==> src/rtl/mod5_check_scheduler.sv <==
// Round-robin scheduler that time-shares one serial divisible-by-5 checker
// between N_REQ requesters, with a single job in flight at a time.
module mod5_check_scheduler #(
  parameter  int N_REQ = 4,
  parameter  int W     = 8,
  localparam int ID_W  = $clog2(N_REQ)
) (
  input  logic               clk,
  input  logic               resetn,
  input  logic [N_REQ-1:0]   req_valid,
  input  logic [N_REQ*W-1:0] req_data,
  output logic [N_REQ-1:0]   req_ready,
  output logic               resp_valid,
  input  logic               resp_ready,
  output logic [ID_W-1:0]    resp_id,
  output logic               resp_div,
  output logic               busy,
  output logic               chk_resetn,
  output logic               chk_din,
  input  logic               chk_dout
);

  localparam int CNT_W = (W > 1) ? $clog2(W) : 1;

  typedef enum logic [2:0] {IDLE, CLR, SETTLE, SHIFT, SAMPLE, RESP} state_t;

  state_t           state;
  logic [W-1:0]     shift_reg;
  logic [CNT_W-1:0] bit_cnt;
  logic [ID_W-1:0]  last_grant;

  logic [N_REQ-1:0] grant;
  logic [ID_W-1:0]  grant_idx;
  logic [W-1:0]     grant_word;
  logic             grant_any;

  // Two passes give the wrap-around search: first above last_grant, then from 0.
  always_comb begin
    grant      = '0;
    grant_idx  = '0;
    grant_word = '0;
    grant_any  = 1'b0;
    for (int i = 0; i < N_REQ; i++) begin
      if (!grant_any && i > int'(last_grant) && req_valid[i]) begin
        grant_any  = 1'b1;
        grant[i]   = 1'b1;
        grant_idx  = ID_W'(i);
        grant_word = req_data[i*W +: W];
      end
    end
    for (int i = 0; i < N_REQ; i++) begin
      if (!grant_any && i <= int'(last_grant) && req_valid[i]) begin
        grant_any  = 1'b1;
        grant[i]   = 1'b1;
        grant_idx  = ID_W'(i);
        grant_word = req_data[i*W +: W];
      end
    end
  end

  assign req_ready  = (resetn && state == IDLE) ? grant : '0;
  assign chk_resetn = resetn && (state != CLR);
  assign chk_din    = (state == SHIFT) && shift_reg[W-1];

  always_ff @(posedge clk or negedge resetn) begin
    if (!resetn) begin
      state      <= IDLE;
      last_grant <= ID_W'(N_REQ - 1);
      shift_reg  <= '0;
      bit_cnt    <= '0;
      resp_id    <= '0;
      resp_div   <= 1'b0;
      resp_valid <= 1'b0;
      busy       <= 1'b0;
    end else begin
      case (state)
        IDLE: begin
          if (grant_any) begin
            shift_reg  <= grant_word;
            resp_id    <= grant_idx;
            last_grant <= grant_idx;
            busy       <= 1'b1;
            state      <= CLR;
          end
        end
        CLR: state <= SETTLE;
        SETTLE: begin
          bit_cnt <= '0;
          state   <= SHIFT;
        end
        SHIFT: begin
          shift_reg <= shift_reg << 1;
          if (bit_cnt == CNT_W'(W - 1)) begin
            state <= SAMPLE;
          end else begin
            bit_cnt <= bit_cnt + 1'b1;
          end
        end
        // The checker has consumed the LSB at the previous edge, so dout is final here.
        SAMPLE: begin
          resp_div   <= chk_dout;
          resp_valid <= 1'b1;
          state      <= RESP;
        end
        RESP: begin
          if (resp_ready) begin
            resp_valid <= 1'b0;
            busy       <= 1'b0;
            state      <= IDLE;
          end
        end
        default: state <= IDLE;
      endcase
    end
  end

endmodule

==> config.mk <==
export PLATFORM = sky130hd
export DESIGN_NAME = mod5_check_scheduler
export DESIGN_NICKNAME = d
export VERILOG_FILES = /design/src/rtl/mod5_check_scheduler.sv
export SDC_FILE = /design/constraint.sdc
export NUM_CORES = 1
export LEC_CHECK = 0
export ABC_AREA = 1
export CAP_MARGIN = 20
export CORE_AREA = 2 2 64 66
export DETAILED_ROUTE_END_ITERATION = 16
export DIE_AREA = 0 0 66 68
export HOLD_SLACK_MARGIN = 0.1
export PLACE_DENSITY = 0.8
export SLEW_MARGIN = 0
export SYNTH_ARGS = -nofsm -noshare
export SYNTH_HDL_FRONTEND = slang
export SYNTH_SLANG_ARGS = --single-unit
export TNS_END_PERCENT = 1
==> constraint.sdc <==
create_clock -name clk -period 3.7 [get_ports clk]
set_input_delay 0.555 -clock clk [delete_from_list [all_inputs] [get_ports clk]]
set_output_delay 0.555 -clock clk [all_outputs]
set_load 0.02 [all_outputs]
==> results.md <==
* Final Hold Fails at 0
* Layout Cell Area excl Fill at between 2000 and 2500 sq um
* Main area contributors after synthesis: dfrtp_1, nand2_1, nand3_1
* Cts hold-fix bufs at 0
* Commonest cells after routing, fill and taps aside: nand2_1, clkdlybuf4s50_1, inv_1
* Total CTS buffers at 3
* Area after DPL at between 2000 and 2500 sq um
* Data required, critical path at roughly 3100 ps
* Largest delay share family, worst path: buffers and inverters
* Setup WS pre-CTS at ~430 ps
* Critical path endpoint category: output pin
* Crit Path Class: in2out
* Vias at just under 2000
* Max incr delay on CP at between 600 and 700 ps
* Post-synthesis cell area at roughly 1800 sq um
* Share of post-route cells with drive strength above 1 at roughly 12%
* Sw Ratio at ~47%
* Pwr dens at between 600 and 700 nW/um^2
* Status: complete, no violations
* Peak VDD IR at 0.0003853 V
* R2r setup slk at roughly 1700 ps
* Wire length per cell at around 12 um
* DR vias/cell at around 5.1
* Antenna diode count at 0
* Setup TNS at 0 ps
* Syn_area_per_cell at 6.658 sq um
* Routed WL at ~4600 um
* TritonCTS clock tree: yes
* # IOs at between 50 and 60
* Max-cap violations at 0
* Vias in the first global route at between 1500 and 2000
* Largest net degree at the start of global routing at 23
* Register area share after synthesis at 28.94%
* DP HPWL at ~3600 um
* Seq pwr share at just under 30%
* Fin util at between 60% and 70%
* All-layer global routing usage at 21.55%
* Clk pwr share at approximately 10%
* Syn Inst Count at between 200 and 300
* CTS resizes at 0
* CTS H-tree lvls at 1
* Worst-path maximum fanout at 16
* Area Growth Syn to Fin at 31.07%
* Root Driver: clkbuf_8
* Post-CTS Setup Bufs at 0
* Total core area at 3856 sq um
* Die W at 66 um
* CP Launch Point: req_valid[3]
* Minimum clock period at about 3300 ps
* Worst r2r src: last_grant[1]
* Distinct cells, synth at 31
* Worst setup margin at about 430 ps
* Initial core utilization at between 40% and 50%
* Max reg flops at 8
* CP bufs+invs at 2
* Worst R2R Path Depth at 11
* First-pass GRT wire length at roughly 7500 um
* HP Class: reg2reg
* Clock buffer depth at 2
* Startpoint Class: primary input
* Worst-path clk slew at approximately 70 ps
* CTS sink cnt at 21
* Final #Nets at ~370
* Port bufs at 50
* Crit path cell chain: clkdlybuf4s50_1 > nand2_2 > nand3_2 > nor2_4 > nand4_4 > a21oi_1 > clkdlybuf4s50_1
* Synth top area share at 26.06%
* GRT overflow at 0
* Commonest non-fill, non-tap cell in the layout: nand2_1
* Die ar. at 4488 sq um
* Max Fclk at 305.7 MHz
* Data arrival, critical path at about 2700 ps
* TritonRoute pass-1 iters at 4
* DRC violations left at 0
* Post-synthesis net count at 316
* DRC violation total after the first TritonRoute iteration at approximately 130
* Combinational Power Share at 60.4%
* Final worst-path cycle share at 88.42%
* Slew @ Worst Pin at 603.7 ps
* # rows at 23
* Critical path's slowest cell: clkdlybuf4s50_1
* FF-to-FF End: shift_reg[0]
* Synth area leader: dfrtp_1
* #FFs+latches synth at 21
* Most common cell on crit path: clkdlybuf4s50_1
* Fin. max-slew vios at 0
* Yosys warning total at 0
* Final setup fails at 0
* Internal power at around 0.76 mW
* Clock Skews at between 4 and 5 ps
* Worst path depth at 7
* RSZ-0062 raised after global routing: no
* WHS at 486.0 ps
* Psw at 0.6778 mW
* Die H at 68 um
* Initial antenna violation count at 0
* Placer Congestion at roughly 0.90
* Routed Antenna Nets at 0
* Clock Latency Late Sink at between 200 and 300 ps
* Lkg Pwr at ~1.2 nW
* CP endpoint: req_ready[3]
* Relative slew slack at between 50 and 60%
-- worst min-delay path by stage --
stage	startpoint	endpoint	slack, ps	cells after the start
floorplan	resetn	bit_cnt[0]	260	0
global placement	resp_id[0]	resp_id[0]	470	2
detailed placement	last_grant[0]	last_grant[0]	480	2
CTS	last_grant[0]	last_grant[0]	490	2
global route	last_grant[0]	last_grant[0]	510	2
finish	last_grant[0]	last_grant[0]	490	2
-- cell type report --
| class | instances | area [sq um] |
|---|---|---|
| inverter | 43 | 161.4 |
| tap | 50 | 62.56 |
| sequential | 21 | 528.0 |
| timing repair buffer | 54 | 530.5 |
| fill | 400 | 1465 |
| clock buffer | 4 | 45.04 |
| multi-input combinational | 202 | 1064 |
-- power groups by stage --
stage / Clock [mW] / Combinational [mW] / Sequential (mW)
6_report: 0.149 / 0.871 / 0.422
5_1_grt: 0.159 / 0.984 / 0.436
4_1_cts: 0.154 / 0.878 / 0.422
3_5_place_dp: 0 / 0.875 / 0.426
3_3_place_gp: 0 / 0.857 / 0.421
2_1_floorplan: 0 / 0.625 / 0.445
-- kinds of logic (layout without fill, tap and decap cells) --
group	count (synthesis)	count (layout)	share of synthesized area, %
buffers and inverters	51	101	12.76
AND/OR/NAND/NOR	182	182	50.27
adder cells (fa/ha/maj)	2	2	1.372
multiplexers	1	1	0.6172
AO/OA/AOI/OAI	17	17	6.036
flip-flops	21	21	28.94
-- tightest hold or removal path, stage by stage (launching register included) --
cell and delay [ps]:
dfstp_2 380, nand2_1 60, nand2_1 50
-- cell usage after synthesis --
master,count
clkinv_1,1
inv_2,4
or2_0,1
nand2_2,3
nand2_4,1
nand2_1,75
buf_2,3
inv_1,38
dfrtp_1,19
nand3_1,32
buf_8,1
buf_4,1
o21ai_2,3
a21oi_2,1
a21oi_1,6
ha_1,2
nor2_2,4
o21ai_0,4
nand3_2,7
nand4_1,16
nor2_4,2
a22o_1,2
a211oi_1,1
nand3_4,1
nand4_4,2
nor3_1,2
nor2_8,1
nor2_1,35
dfstp_2,2
mux2_2,1
buf_6,3
-- metrics by stage --
stage | power [mW] | std cells
after floorplan | 1.069 | 274
after global placement | 1.278 | 370
after detailed placement | 1.300 | 370
after CTS | 1.454 | 374
after global routing | 1.580 | 374
final | 1.441 | 374
-- layer usage --
metal  track usage [%]  up-vias  routed length, um
met1             26.95      891               2076
met5                 0        -                  0
met4             5.357        0                 57
li1                  -      976                  -
met2             39.39       47               2302
met3             2.961        7                176
Power figures use the tool's default switching activity.
